`src/rtl/tick_receiver.sv`:
```
// ---------------------------------------------------------------------------
// tick_receiver
//
// Receiver side of the slow timebase. A free-running slow square wave
// (clk_in, asynchronous to clk_100MHz) is synchronized, edge-detected and
// turned into single-cycle clock-enable pulses (tick) in the clk_100MHz
// domain. Every period between rising edges is measured and classified
// against NOMINAL_PERIOD +/- TOLERANCE. The block then reports lock status
// and sticky early/late faults.
//
// Parameters:
//   SYNC_STAGES    - synchronizer depth on clk_in (>= 2)
//   NOMINAL_PERIOD - expected clk_100MHz cycles between clk_in rising edges
//   TOLERANCE      - allowed deviation in cycles, inclusive, either direction
//   LOCK_COUNT     - consecutive good periods needed to assert locked (>= 1)
//
// Ports:
//   clk_100MHz   in   system clock
//   reset        in   asynchronous active-high reset
//   clk_in       in   slow timebase input (asynchronous)
//   clear_err    in   one-cycle clear of err_early / err_late
//   tick         out  one-cycle pulse per detected rising edge of clk_in
//   period       out  last measured period in clk_100MHz cycles
//   period_valid out  one-cycle pulse when period is updated
//   locked       out  timebase stable
//   err_early    out  sticky: a period below the lower bound was measured
//   err_late     out  sticky: no edge within NOMINAL_PERIOD+TOLERANCE cycles
// ---------------------------------------------------------------------------
module tick_receiver #(
  parameter int unsigned SYNC_STAGES    = 2,
  parameter int unsigned NOMINAL_PERIOD = 50_000_000,
  parameter int unsigned TOLERANCE      = 1000,
  parameter int unsigned LOCK_COUNT     = 2
) (
  input  logic        clk_100MHz,
  input  logic        reset,
  input  logic        clk_in,
  input  logic        clear_err,
  output logic        tick,
  output logic [31:0] period,
  output logic        period_valid,
  output logic        locked,
  output logic        err_early,
  output logic        err_late
);

  // Classification bounds, all unsigned 32-bit.
  localparam logic [31:0] LOWER_BOUND = 32'(NOMINAL_PERIOD - TOLERANCE);
  localparam logic [31:0] UPPER_BOUND = 32'(NOMINAL_PERIOD + TOLERANCE);
  // Measured interval value at which the period is declared late.
  localparam logic [31:0] TIMEOUT_VAL = 32'(NOMINAL_PERIOD + TOLERANCE + 1);

  localparam int GW = $clog2(LOCK_COUNT + 1);
  localparam logic [GW-1:0] LOCK_TARGET = GW'(LOCK_COUNT);

  typedef enum logic [1:0] {
    S_IDLE,
    S_ACQUIRE,
    S_LOCKED
  } state_t;

  // -------------------------------------------------------------------------
  // Registers
  // -------------------------------------------------------------------------
  logic [SYNC_STAGES-1:0] sync_q, sync_d;
  logic                   prev_q, prev_d;
  state_t                 state_q, state_d;
  logic [31:0]            cnt_q, cnt_d;
  logic [GW-1:0]          good_cnt_q, good_cnt_d;
  logic                   tick_q, tick_d;
  logic [31:0]            period_q, period_d;
  logic                   period_valid_q, period_valid_d;
  logic                   locked_q, locked_d;
  logic                   err_early_q, err_early_d;
  logic                   err_late_q, err_late_d;

  // -------------------------------------------------------------------------
  // Synchronizer and edge detect
  // -------------------------------------------------------------------------
  logic sync_out;
  logic edge_det;

  // clk_in enters at bit 0 and shifts toward the MSB, which is the
  // synchronized copy.
  always_comb begin
    sync_d   = {sync_q[SYNC_STAGES-2:0], clk_in};
    sync_out = sync_q[SYNC_STAGES-1];
    prev_d   = sync_out;
    edge_det = sync_out & ~prev_q;
  end

  // -------------------------------------------------------------------------
  // Next-state / output logic
  // -------------------------------------------------------------------------
  logic [31:0]   meas;
  logic [GW-1:0] good_inc;
  logic          is_early;
  logic          is_good;

  always_comb begin
    // Interval including the current cycle.
    meas     = cnt_q + 32'd1;
    good_inc = good_cnt_q + GW'(1);
    is_early = (meas < LOWER_BOUND);
    is_good  = !is_early && (meas <= UPPER_BOUND);

    state_d        = state_q;
    cnt_d          = cnt_q;
    good_cnt_d     = good_cnt_q;
    period_d       = period_q;
    period_valid_d = 1'b0;
    tick_d         = edge_det;
    // clear_err drops the sticky flags; an error event below overrides it.
    err_early_d    = clear_err ? 1'b0 : err_early_q;
    err_late_d     = clear_err ? 1'b0 : err_late_q;

    unique case (state_q)
      S_IDLE: begin
        // No reference edge yet, so nothing to measure.
        cnt_d = 32'd0;
        if (edge_det) begin
          state_d = S_ACQUIRE;
        end
      end

      S_ACQUIRE, S_LOCKED: begin
        if (edge_det) begin
          cnt_d          = 32'd0;
          period_d       = meas;
          period_valid_d = 1'b1;
          if (is_early) begin
            err_early_d = 1'b1;
            good_cnt_d  = 32'd0 == 32'd0 ? '0 : good_cnt_q;
            state_d     = S_ACQUIRE;
          end else if (is_good) begin
            if (state_q == S_ACQUIRE) begin
              // good_cnt_q < LOCK_COUNT while acquiring, so good_inc fits.
              good_cnt_d = good_inc;
              if (good_inc >= LOCK_TARGET) begin
                state_d = S_LOCKED;
              end
            end
          end else begin
            // An edge landing exactly on the timeout cycle measures one
            // past the upper bound. It is not flagged late (the timeout
            // did not fire) but it cannot count as good, so restart
            // acquisition.
            good_cnt_d = '0;
            state_d    = S_ACQUIRE;
          end
        end else if (meas == TIMEOUT_VAL) begin
          // The counter never runs past this point, so it cannot saturate.
          err_late_d = 1'b1;
          good_cnt_d = '0;
          cnt_d      = 32'd0;
          state_d    = S_IDLE;
        end else begin
          cnt_d = meas;
        end
      end

      default: begin
        state_d    = S_IDLE;
        cnt_d      = 32'd0;
        good_cnt_d = '0;
      end
    endcase

    locked_d = (state_d == S_LOCKED);
  end

  // -------------------------------------------------------------------------
  // State register
  // -------------------------------------------------------------------------
  always_ff @(posedge clk_100MHz or posedge reset) begin
    if (reset) begin
      sync_q         <= '0;
      prev_q         <= 1'b0;
      state_q        <= S_IDLE;
      cnt_q          <= 32'd0;
      good_cnt_q     <= '0;
      tick_q         <= 1'b0;
      period_q       <= 32'd0;
      period_valid_q <= 1'b0;
      locked_q       <= 1'b0;
      err_early_q    <= 1'b0;
      err_late_q     <= 1'b0;
    end else begin
      sync_q         <= sync_d;
      prev_q         <= prev_d;
      state_q        <= state_d;
      cnt_q          <= cnt_d;
      good_cnt_q     <= good_cnt_d;
      tick_q         <= tick_d;
      period_q       <= period_d;
      period_valid_q <= period_valid_d;
      locked_q       <= locked_d;
      err_early_q    <= err_early_d;
      err_late_q     <= err_late_d;
    end
  end

  assign tick         = tick_q;
  assign period       = period_q;
  assign period_valid = period_valid_q;
  assign locked       = locked_q;
  assign err_early    = err_early_q;
  assign err_late     = err_late_q;

endmodule

```
`config.mk`:
```
export PLATFORM = sky130hd
export DESIGN_NAME = tick_receiver
export DESIGN_NICKNAME = d
export VERILOG_FILES = /design/src/rtl/tick_receiver.sv
export SDC_FILE = /design/constraint.sdc
export NUM_CORES = 1
export LEC_CHECK = 0
export ABC_CLOCK_PERIOD_IN_PS = 4670
export CAP_MARGIN = 20
export CORE_MARGIN = 3
export CORE_UTILIZATION = 62
export DETAILED_ROUTE_END_ITERATION = 16
export GPL_TIMING_DRIVEN = 0
export PLACE_DENSITY_LB_ADDON = 0.2
export SLEW_MARGIN = 10
export SYNTH_ARGS = -nofsm -noshare
export SYNTH_HDL_FRONTEND = slang
export SYNTH_SLANG_ARGS = --single-unit
export TNS_END_PERCENT = 5
```
`constraint.sdc`:
```
create_clock -name clk_100MHz -period 4.67 [get_ports clk_100MHz]
set_input_delay 1.401 -clock clk_100MHz [delete_from_list [all_inputs] [get_ports clk_100MHz]]
set_output_delay 1.401 -clock clk_100MHz [all_outputs]
set_load 0.03 [all_outputs]
```
==> summary.md, run 1 <==
| Metric | Value |
|---|---|
| Row cnt | `28` |
| Share of total power in combinational logic | `0.190` |
| Via count of the routed design | `3,695` |
| Buffer cell driving the clock tree root | `clkbuf_8` |
| Worst-case register-to-register setup slack | `760 ps` |
| Number of buffers created by CTS | `9` |
| Final hold viol count | `0` |
| DRC Markers | `0` |
| Netlist cell types | `63` |
| Overall Power | `1550 µW` |
| Total Nets Final | `514` |
| Maximum level of the CTS H-tree | `3` |
| Cell types with the largest area share after synthesis | `dfrtp_1 (46%), nor2_1 (5.0%), o21ai_0 (4.6%)` |
| Gate count of the mapped netlist | `roughly 450` |
| Ratio of total power to cell area | `322 mW/mm²` |
| Sequential share of the synthesized area | `0.465` |
| Final worst-path cycle share | `0.837` |
| Share of flip-flops with an asynchronous set or reset | `1.00` |
| Crit-path max FO | `10` |
| Rel. slew slack | `0.317` |
| Number of synthesized flops with an enable pin | `0` |
| Internal Power | `1070 µW` |
| Post-CTS setup buffer count | `0` |
| Setup repair after global routing missed its margin | `no` |
| Startpoint type of the worst setup path | `flop` |
| Cell type with the largest total area after synthesis | `dfrtp_1` |
| Maximum clock path buffer count | `2` |
| Crit end category | `flop` |
| Die X-Extent | `87.2 µm` |
| Total global routing overflow | `0` |
| # hold bufs at CTS | `0` |
| Highest clock frequency the design can meet | `256 MHz` |
| Final setup TNS | `0 ps` |
| Iteration-0 DRC Markers | `347` |
| Clock tree from TritonCTS | `done` |
| Min Clock Period, post-route | `3910 ps` |
| Routed Wire Length | `10.2 mm` |
| Y dimension of the die | `a little under 90 µm` |
| Cell Area, Synth | `~0.0041 mm²` |
| Register share of total power | `0.452` |
| Post-DP HPWL | `7.25 mm` |
| Cell with the most instances after synthesis | `dfrtp_1` |
| Worst Path Class, Setup | `reg -> reg` |
| Number of pins exceeding their max-slew limit in the final report | `0` |
| Reg2Reg Launch Point | `cnt_q[0]` |
| Initial cell density of the core | `0.664` |
| Largest net degree at the start of global routing | `46` |
| Top post-synthesis cells by count | `dfrtp_1 (76), nor2_1 (54), nand2_1 (50)` |
| Switching pwr | `482 µW` |
| Count of input and output buffers | `40` |
| Number of setup violations in the final report | `0` |
| Gpl congestion | `0.889` |
| DRT Pass-1 Iters | `5` |
| Antenna viol nets, final | `0` |
| Avg Vias per Cell | `6.32` |
| Depth of the worst register-to-register path | `10` |
| DR WL/cell | `about 17 µm` |
| Cells traversed along the worst timing path | `clkbuf_1 -> nand4_1 -> nor4_1 -> nor4bb_1 -> a211oi_1 -> nor4_2 -> nand4_2 -> nand3_4 -> clkbuf_1 -> nor2_1` |
| Io pins | `41` |
| Number of warning messages in the yosys log | `0` |
| Leakage | `0.00192 µW` |
| Post-synthesis to final-layout area growth | `17.9%` |
| Placeable core region | `0.00617 mm²` |
| Antenna Diode Count | `0` |
| Number of global-route vias before repair | `3,521` |
| Critical register-to-register path endpoint | `cnt_q[18]` |
| Floorplan die area | `0.00761 mm²` |
| Clock latency on the worst-skew pair | `360 ps` |
| Clk pin slew, worst setup/hold paths | `90 ps` |
| Capture point of the critical path | `cnt_q[18]` |
| Number of gates resized after cts | `0` |
| CP required | `4890 ps` |
| Hold depth | `0` |
| Share of the synthesized area in the top cell type | `0.465` |
| Total nets after synthesis | `462` |
| Number of flip-flops and latches in the synthesized netlist | `76` |
| Commonest register cell after synthesis | `dfrtp_1` |
| Highest cell delay on the worst timing path | `a little under 800 ps` |
| Clock sinks | `76` |
| Peak supply drop | `0.289 mV` |
| Dominant cell type by count on the critical path | `clkbuf_1` |
| Data arrival time of the critical path | `a little over 4000 ps` |
| Antenna violations before repair | `0` |
| Fraction of power spent switching nets | `0.311` |
| Crit path from | `cnt_q[0]` |
| Synthesized area per cell | `9.03 µm²` |
| Slowest-stage cell, CP | `nor4_1` |
| Clock skew after layout | `~12 ps` |
| Part of the power in the clock network | `0.358` |
| Number of violations of the max-capacitance limit | `0` |
| Measured slew at the worst slew-check pin | `1010 ps` |
| Layout cell share with drive strength beyond 1 | `0.0863` |
| Total global routing track utilization | `0.291` |
| Global-route wire length before repair | `roughly 17 mm` |
| Type of the most critical hold path | `reg -> reg` |
| Outcome | `finished clean` |
-- per-stage QoR --
stage                     setup slack, ps  instances  utilization  area [µm²]  hold slack (ps)
final                                 762        585        0.782        4820              352
after floorplan                      1330        453            -        4090              331
after CTS                             874        585        0.782        4820              358
after detailed placement              890        569        0.748        4610              342
after global placement                201        568        0.744        4590              335
after global routing                  548        585        0.782        4820              370
-- area by class of cell --
cell class,instances,area (µm²)
inverter,18,70.1
buffer,33,156
timing repair buffer,41,420
sequential,76,1900
tap,75,93.8
clock inverter,6,86.3
multi-input combinational,326,1970
clock buffer,10,128
fill,439,1340
-- per-layer routing --
| metal | GRT usage | routed length (µm) | up-vias |
|---|---|---|---|
| met2 | 0.455 | 4910 | 148 |
| li1 | - | - | 1704 |
| met1 | 0.400 | 4390 | 1816 |
| met3 | 0.0492 | 629 | 27 |
| met4 | 0.126 | 292 | 0 |
| met5 | 0 | 0 | - |
-- placed cells by master (no fill, tap or decap), drive strengths merged, types with 7 or more instances in the layout --
cell           instances
dfrtp                 76
nor2                  54
nand2                 50
clkdlybuf4s50         40
o21ai                 39
clkbuf                32
nand3                 24
nand4                 20
inv                   19
xnor2                 17
buf                   12
xor2                  10
nor4                  10
nor3                   9
and2                   7
-- flip-flops by register name, summed over array words and instances, names as in the netlist, 2 cells and up --
| signal | count |
|---|---|
| period | 32 |
| good_cnt_q | 2 |
| cnt_q | 32 |
| state_q | 2 |
| sync_q | 2 |
-- power by group through the flow --
| stage | Combinational [µW] | Sequential, µW | Clock [µW] |
|---|---|---|---|
| after global routing | 326 | 706 | 588 |
| after global placement | 280 | 714 | 0 |
| final | 295 | 702 | 555 |
| after CTS | 297 | 702 | 556 |
| after detailed placement | 296 | 715 | 0 |
| after floorplan | 168 | 741 | 0 |
-- how the worst min path moves through the flow --
stage,start,endpoint
floorplan,sync_q[0],sync_q[1]
global placement,sync_q[0],sync_q[1]
detailed placement,sync_q[0],sync_q[1]
CTS,sync_q[0],sync_q[1]
global route,sync_q[0],sync_q[1]
finish,sync_q[0],sync_q[1]
-- logic make-up after synthesis --
group           count (synthesis)  synth area share
compound gates                 82             0.131
xor+xnor                       27            0.0578
fa+ha+maj                       5            0.0153
buf+inv                        51            0.0547
flops                          76             0.465
mux                             1           0.00275
simple gates                  211             0.273
-- critical path: cells and delay by family, from the launching register on --
| family | cells | cell delay [ps] |
|---|---|---|
| AND/OR/NAND/NOR | 7 | 2470 |
| buffers and inverters | 2 | 820 |
| flip-flops | 1 | 370 |
| AO/OA/AOI/OAI | 1 | 100 |
Power figures use the tool's default switching activity.
==> run 2: changes to the inputs <==
ABC_CLOCK_PERIOD_IN_PS = 3600   (was 4670)
CORE_UTILIZATION = 57   (was 62)
clock period = 3.6 ns   (was 4.67 ns; I/O delays follow)
==> run 2 against run 1 <==
Core utilization decreased by 6.8 points. Critical path depth increased by 2. Critical endpoint is now locked. Highest routed layer unchanged. Largest power group unchanged. Global-route usage decreased by 3.3 points. Critical path type unchanged. Largest cell class unchanged.
==> summary.md, run 2 (synthesis gave the netlist of run 1 again) <==
| Metric | Value |
|---|---|
| Register share of total power | `0.466 (+0.014)` |
| Crit end category | `flop` |
| Measured slew at the worst slew-check pin | `616 ps (-399 ps)` |
| Data arrival time of the critical path | `3710 ps (-420 ps)` |
| Depth of the worst register-to-register path | `12 (+2)` |
| Largest net degree at the start of global routing | `42 (-8.7%)` |
| Dominant cell type by count on the critical path | `a211oi_1` |
| Global-route wire length before repair | `17.1 mm (-0.72%)` |
| Fraction of power spent switching nets | `0.319 (+0.00778)` |
| Clk pin slew, worst setup/hold paths | `80 ps (about the same)` |
| Ratio of total power to cell area | `399 mW/mm² (+24%)` |
| Critical register-to-register path endpoint | `locked` |
| Hold depth | `0 (unchanged)` |
| Total global routing track utilization | `0.259 (-0.0326)` |
| Worst-case register-to-register setup slack | `170 ps (-590 ps)` |
| Total Nets Final | `517 (+0.58%)` |
| Reg2Reg Launch Point | `cnt_q[0]` |
| Min-Delay Startpoint | `sync_q[0]` |
| Number of buffers created by CTS | `9 (unchanged)` |
| Final hold viol count | `0 (unchanged)` |
| Row cnt | `30 (+7.1%)` |
| Largest delay share family, worst path | `simple AND/OR/NAND/NOR gates` |
| Buffer cell driving the clock tree root | `clkbuf_8` |
| Placeable core region | `0.00687 mm² (+11%)` |
| Layout cell share with drive strength beyond 1 | `0.111 (+0.0251)` |
| Switching pwr | `623 µW (+29%)` |
| Share of total power in combinational logic | `0.203 (+0.013)` |
| Commonest cells after routing, fill and taps aside | `dfrtp_1 (76), nor2_1 (54), nand2_1 (50), clkdlybuf4s50_1 (40), o21ai_0 (38)` |
| Clock tree from TritonCTS | `done` |
| Startpoint type of the worst setup path | `flop` |
| Floorplan die area | `0.00823 mm² (+8.2%)` |
| Number of violations of the max-capacitance limit | `0 (unchanged)` |
| Number of pins exceeding their max-slew limit in the final report | `0 (unchanged)` |
| Worst Path Class, Setup | `reg -> reg` |
| DR WL/cell | `16.8 µm (-3.7%)` |
| Setup slack of the critical path after layout | `168 ps (-594 ps)` |
| Part of the power in the clock network | `0.331 (-0.027)` |
| # hold bufs at CTS | `0 (unchanged)` |
| Iteration-0 DRC Markers | `272 (-22%)` |
| Total non-filler cell area in the finished layout | `0.00490 mm² (+1.7%)` |
| Leakage | `0.00197 µW (+2.8%)` |
| Clock skew after layout | `8.77 ps (-3.64 ps)` |
| Total global routing overflow | `0 (unchanged)` |
| DRT Pass-1 Iters | `5 (unchanged)` |
| Post-DP HPWL | `7.18 mm (-0.95%)` |
| Antenna violations before repair | `0 (unchanged)` |
| Clock sinks | `76 (unchanged)` |
| Post-synthesis to final-layout area growth | `19.8%` |
| Fill cell instance count of the final layout | `553 (+26%)` |
| Cells traversed along the worst timing path | `ha_1 -> buf_4 -> nand4_1 -> clkbuf_2 -> or4_4 -> nor4b_1 -> a211oi_1 -> a211oi_1 -> nand4_2 -> nand3_4 -> a2111o_1 -> a211oi_2` |
| Clock latency on the worst-skew pair | `350 ps (about the same)` |
| Internal Power | `1330 µW (+25%)` |
| Antenna viol nets, final | `0 (unchanged)` |
| Crit-path max FO | `10 (unchanged)` |
| Rel. slew slack | `0.586 (+0.269)` |
| Routed Wire Length | `10.2 mm (about the same)` |
| Die X-Extent | `90.7 µm (+4.0%)` |
| Gpl congestion | `0.898 (+1.0%)` |
| Total placed instance area | `0.00464 mm² (+0.57%)` |
| Outcome | `finished clean` |
| Peak supply drop | `0.263 mV (-8.9%)` |
| DRC Markers | `0 (unchanged)` |
| Number of global-route vias before repair | `3,515 (-0.17%)` |
| Io pins | `41 (unchanged)` |
| Placement Setup Slack | `-216 ps (-1110 ps)` |
| Maximum clock path buffer count | `2 (unchanged)` |
| Maximum level of the CTS H-tree | `3 (unchanged)` |
| Initial cell density of the core | `0.596 (-0.0679)` |
| Fraction of the core area covered by cells at the end of the flow | `0.714 (-0.0684)` |
| Endpoint of the worst hold path | `sync_q[1]` |
| Min Clock Period, post-route | `3430 ps (-476 ps)` |
| Number of buffers and inverters on the critical path | `2 (unchanged)` |
| Final worst-path cycle share | `0.953 (+0.117)` |
| Via count of the routed design | `3,677 (-0.49%)` |
| Number of setup violations in the final report | `0 (unchanged)` |
| Count of input and output buffers | `40 (unchanged)` |
| Type of the most critical hold path | `reg -> reg` |
| Antenna Diode Count | `0 (unchanged)` |
| Highest clock frequency the design can meet | `291 MHz (+14%)` |
| Avg Vias per Cell | `6.05 (-4.3%)` |
| CP required | `3870 ps (-1020 ps)` |
| Highest cell delay on the worst timing path | `610 ps (-180 ps)` |
| Y dimension of the die | `90.7 µm (+4.0%)` |
| Slowest-stage cell, CP | `or4_4` |
| Most common cell after layout, fill and taps aside | `dfrtp_1` |
run 2: through the flow:
stage,TNS (ps),power (µW),hold WS [ps],instances
after floorplan,0,1180,331,453
after global placement,-38860,1300,337,589
after detailed placement,-4760,1320,340,590
after CTS,0,1960,359,605
after global routing,-2.86,2040,362,608
final,0,1960,356,608
run 2: power groups by stage:
stage	Combinational (µW)	Sequential (µW)	Clock, µW
detailed placement	388	928	0
floorplan	218	961	0
CTS	395	911	654
finish	396	912	648
global route	433	918	692
global placement	369	926	0
run 2: worst reg2reg max path: stages, from the launching register on:
cell	delay (ps)
dfrtp_1	370
ha_1	150
buf_4	160
nand4_1	220
clkbuf_2	280
or4_4	620
nor4b_1	180
a211oi_1	270
a211oi_1	100
nand4_2	150
nand3_4	160
a2111o_1	480
a211oi_2	220
run 2: worst max-delay path by stage:
| stage | start | end | depth (start not counted) |
|---|---|---|---|
| floorplan | reset | cnt_q[0] | 1 |
| global placement | reset | cnt_q[8] | 2 |
| detailed placement | cnt_q[0] | state_q[0] | 12 |
| CTS | cnt_q[0] | state_q[0] | 12 |
| global route | cnt_q[0] | locked | 12 |
| finish | cnt_q[0] | locked | 12 |
run 2: layout make-up:
type                       count  area (µm²)  share of cell area
clock buffer                  10         138              0.0281
timing repair buffer          44         443              0.0903
sequential                    76        1900               0.388
multi-input combinational    326        2020               0.411
tap                           96         120              0.0245
inverter                      18        70.1              0.0143
clock inverter                 5        52.6              0.0107
buffer                        33         161              0.0329
run 2: per-layer routing:
layer	vias up	track usage	wire length, µm
met5	-	0	0
met4	0	0.102	273
met3	34	0.0425	569
met2	155	0.416	4910
met1	1777	0.350	4470
li1	1711	-	-
run 2: repair_timing:
item	4_1_cts	5_1_grt
endpoints found under the setup margin	35	35
endpoints found under the hold margin	0	0
pin swaps	1	3
gates resized for setup	5	9
buffers inserted	0	3
==> run 3: changes to the inputs <==
ABC_AREA = 1   (was unset)
ABC_CLOCK_PERIOD_IN_PS = 4200   (was 3600)
CORE_UTILIZATION = 62   (was 57)
clock period = 4.2 ns   (was 3.6 ns; I/O delays follow)
==> run 3 against run 2 <==
Power shrank 15%. Via count grew 7.8%. Setup slack gained 1300 ps. Combinational power shrank 21%. Die area shrank 4.9%. Routed wire length grew 6.5%. Area after synthesis grew 3.1%. Clock skew grew 1.4 ps. Core utilization grew 4.9 points. Critical path depth grew 4. Critical path type unchanged. Critical endpoint is now good_cnt_q[0]. Highest routed layer unchanged.
==> summary.md, run 3 <==
| Metric | Value |
|---|---|
| Outcome | `finished clean` |
| Avg Vias per Cell | `5.51 (-8.9%)` |
| Share of the synthesized area in the top cell type | `0.451 (-0.0138)` |
| DRT Pass-1 Iters | `6 (+1)` |
| Top post-synthesis cells by count | `nand2_1 (193), nor2_1 (93), dfrtp_1 (76)` |
| Total global routing track utilization | `0.304 (+0.0459)` |
| Share of flip-flops with an asynchronous set or reset | `1.00 (unchanged)` |
| Number of buffers created by CTS | `9 (unchanged)` |
| Number of flip-flops and latches in the synthesized netlist | `76 (unchanged)` |
| Commonest register cell after synthesis | `dfrtp_1` |
| Antenna Diode Count | `0 (unchanged)` |
| Hold depth | `0 (unchanged)` |
| Total nets after synthesis | `594 (+29%)` |
| Row cnt | `29 (-3.3%)` |
| Routed Wire Length | `10.9 mm (+6.5%)` |
| Cell types with the largest area share after synthesis | `dfrtp_1 (45%), nand2_1 (17%), nor2_1 (8.3%)` |
| Clock sinks | `76 (unchanged)` |
| Rel. slew slack | `0.670 (+0.0843)` |
| Antenna viol nets, final | `0 (unchanged)` |
| Placeable core region | `0.00646 mm² (-6.0%)` |
| Buffer cell driving the clock tree root | `clkbuf_8` |
| Data arrival time of the critical path | `2970 ps (-740 ps)` |
| Highest clock frequency the design can meet | `366 MHz (+26%)` |
| Overall Power | `1660 µW (-15%)` |
| Cell type with the largest total area after synthesis | `dfrtp_1` |
| Startpoint type of the worst setup path | `flop` |
| Antenna violations before repair | `0 (unchanged)` |
| Io pins | `41 (unchanged)` |
| Most common cell after layout, fill and taps aside | `nand2_1` |
| Fraction of the core area covered by cells at the end of the flow | `0.763 (+0.0494)` |
| Crit end category | `flop` |
| Number of warning messages in the yosys log | `0 (unchanged)` |
| Via count of the routed design | `3,962 (+7.8%)` |
| Gate count of the mapped netlist | `585 (+29%)` |
| Maximum clock path buffer count | `2 (unchanged)` |
| Worst Path Class, Setup | `reg -> reg` |
| Total Nets Final | `646 (+25%)` |
| Iteration-0 DRC Markers | `374 (+38%)` |
| Die X-Extent | `88.5 µm (-2.5%)` |
| Number of global-route vias before repair | `3,832 (+9.0%)` |
| Measured slew at the worst slew-check pin | `490 ps (-127 ps)` |
| Total global routing overflow | `0 (unchanged)` |
| Final setup TNS | `0 ps (unchanged)` |
| Largest net degree at the start of global routing | `45 (+7.1%)` |
| CP required | `4440 ps (+570 ps)` |
| # hold bufs at CTS | `0 (unchanged)` |
| Number of violations of the max-capacitance limit | `0 (unchanged)` |
| Setup repair after global routing missed its margin | `no` |
| Commonest cells after routing, fill and taps aside | `nand2_1 (193), nor2_1 (93), dfrtp_1 (76), inv_1 (65), clkdlybuf4s50_1 (40)` |
| Clock tree from TritonCTS | `done` |
| Floorplan die area | `0.00783 mm² (-4.9%)` |
| Final worst-path cycle share | `0.651 (-0.302)` |
| Crit-path max FO | `6 (-4)` |
| Clock skew after layout | `10.2 ps (+1.41 ps)` |
| Leakage | `0.00225 µW (+14%)` |
| Gpl congestion | `0.978 (+9.0%)` |
| Cell Area, Synth | `0.00422 mm² (+3.1%)` |
| Final hold viol count | `0 (unchanged)` |
| Synthesized area per cell | `7.21 µm² (-20%)` |
| Initial cell density of the core | `0.653 (+0.0572)` |
| Layout cell share with drive strength beyond 1 | `0.107 (-0.00385)` |
| Number of pins exceeding their max-slew limit in the final report | `0 (unchanged)` |
| Number of setup violations in the final report | `0 (unchanged)` |
| Post-DP HPWL | `8.20 mm (+14%)` |
| Y dimension of the die | `88.5 µm (-2.5%)` |
| Depth of the worst register-to-register path | `16 (+4)` |
| Number of gates resized after cts | `0 (-5)` |
| Cell with the most instances after synthesis | `nand2_1` |
| Sequential share of the synthesized area | `0.451 (-0.0138)` |
| DR WL/cell | `15.1 µm (-10%)` |
| Peak supply drop | `0.286 mV (+8.5%)` |
| Maximum level of the CTS H-tree | `3 (unchanged)` |
| Post-CTS setup buffer count | `0 (unchanged)` |
| Final non-filler cell total | `719 (+18%)` |
| Number of synthesized flops with an enable pin | `0 (unchanged)` |
| Global-route wire length before repair | `18.1 mm (+5.9%)` |
| Post-synthesis to final-layout area growth | `16.9%` |
| Worst hold-check slack | `371 ps (+14.2 ps)` |
| DRC Markers | `0 (unchanged)` |
| Type of the most critical hold path | `reg -> reg` |
| Netlist cell types | `28 (-56%)` |
| Min Clock Period, post-route | `2730 ps (-698 ps)` |
| Clock latency on the worst-skew pair | `350 ps (about the same)` |
| Placed Instances | `703 (+19%)` |
| Clk pin slew, worst setup/hold paths | `80 ps (about the same)` |
| Count of input and output buffers | `40 (unchanged)` |
| Ratio of total power to cell area | `337 mW/mm² (-16%)` |
==> run 3: cell families (layout without fill, tap and decap cells) <==
family | after synthesis | after routing | synth area share
AO/OA/AOI/OAI | 45 | 45 | 0.0570
flip-flops | 76 | 76 | 0.451
AND/OR/NAND/NOR | 368 | 368 | 0.388
buffers and inverters | 85 | 142 | 0.0765
adder cells (fa/ha/maj) | 5 | 5 | 0.0148
XOR/XNOR | 6 | 6 | 0.0125
==> run 3: final timing paths <==
check | start | end | slack [ps]
worst max-delay path | cnt_q[0] | good_cnt_q[0] | 1470
worst min-delay path | sync_q[0] | sync_q[1] | 370
worst max register to register | cnt_q[0] | good_cnt_q[0] | 1470
worst min register to register | sync_q[0] | sync_q[1] | 370
max in group asynchronous | reset | period[25] | 2350
min in group asynchronous | reset | period[11] | 1260
==> run 3: where the power goes <==
group	switching [µW]	leakage (µW)	internal [µW]
clock network	284	0.0000962	275
logic	220	0.00110	90.4
registers	28.0	0.00105	761
==> run 3: worst max-delay path, cell delays in order (launching register included) <==
cell and delay [ps]:
dfrtp_1 460, ha_1 270, nand2_2 100, nor2_4 190, nand3_2 190, nor2_2 200
xor2_1 90, nor2_1 220, nand2_1 130, nor2_2 160, nand3_2 120, nand2_4 120
nand2_2 90, inv_2 70, nand2_1 70, nand2_1 80, nand2_1 60
==> run 3: through the flow <==
step	worst slack, ps	area, µm²
3_5_place_dp	1580	4740
2_1_floorplan	1000	4220
4_1_cts	1510	4930
6_report	1470	4930
5_1_grt	1220	4930
3_3_place_gp	-123	4710
==> run 3: metal layers <==
layer  up-vias  wire length (µm)  global-route usage
met2       164              5300               0.494
li1       1884                 -                   -
met4         0               203              0.0934
met5         -                 0                   0
met3        22               671              0.0540
met1      1892              4710               0.420
==> run 3: area by class of cell <==
type / instances / area (µm²)
multi-input combinational: 424 / 1990
sequential: 76 / 1900
fill: 502 / 1530
timing repair buffer: 41 / 420
inverter: 75 / 284
clock buffer: 10 / 128
tap: 77 / 96.3
clock inverter: 6 / 65.1
buffer: 10 / 41.3
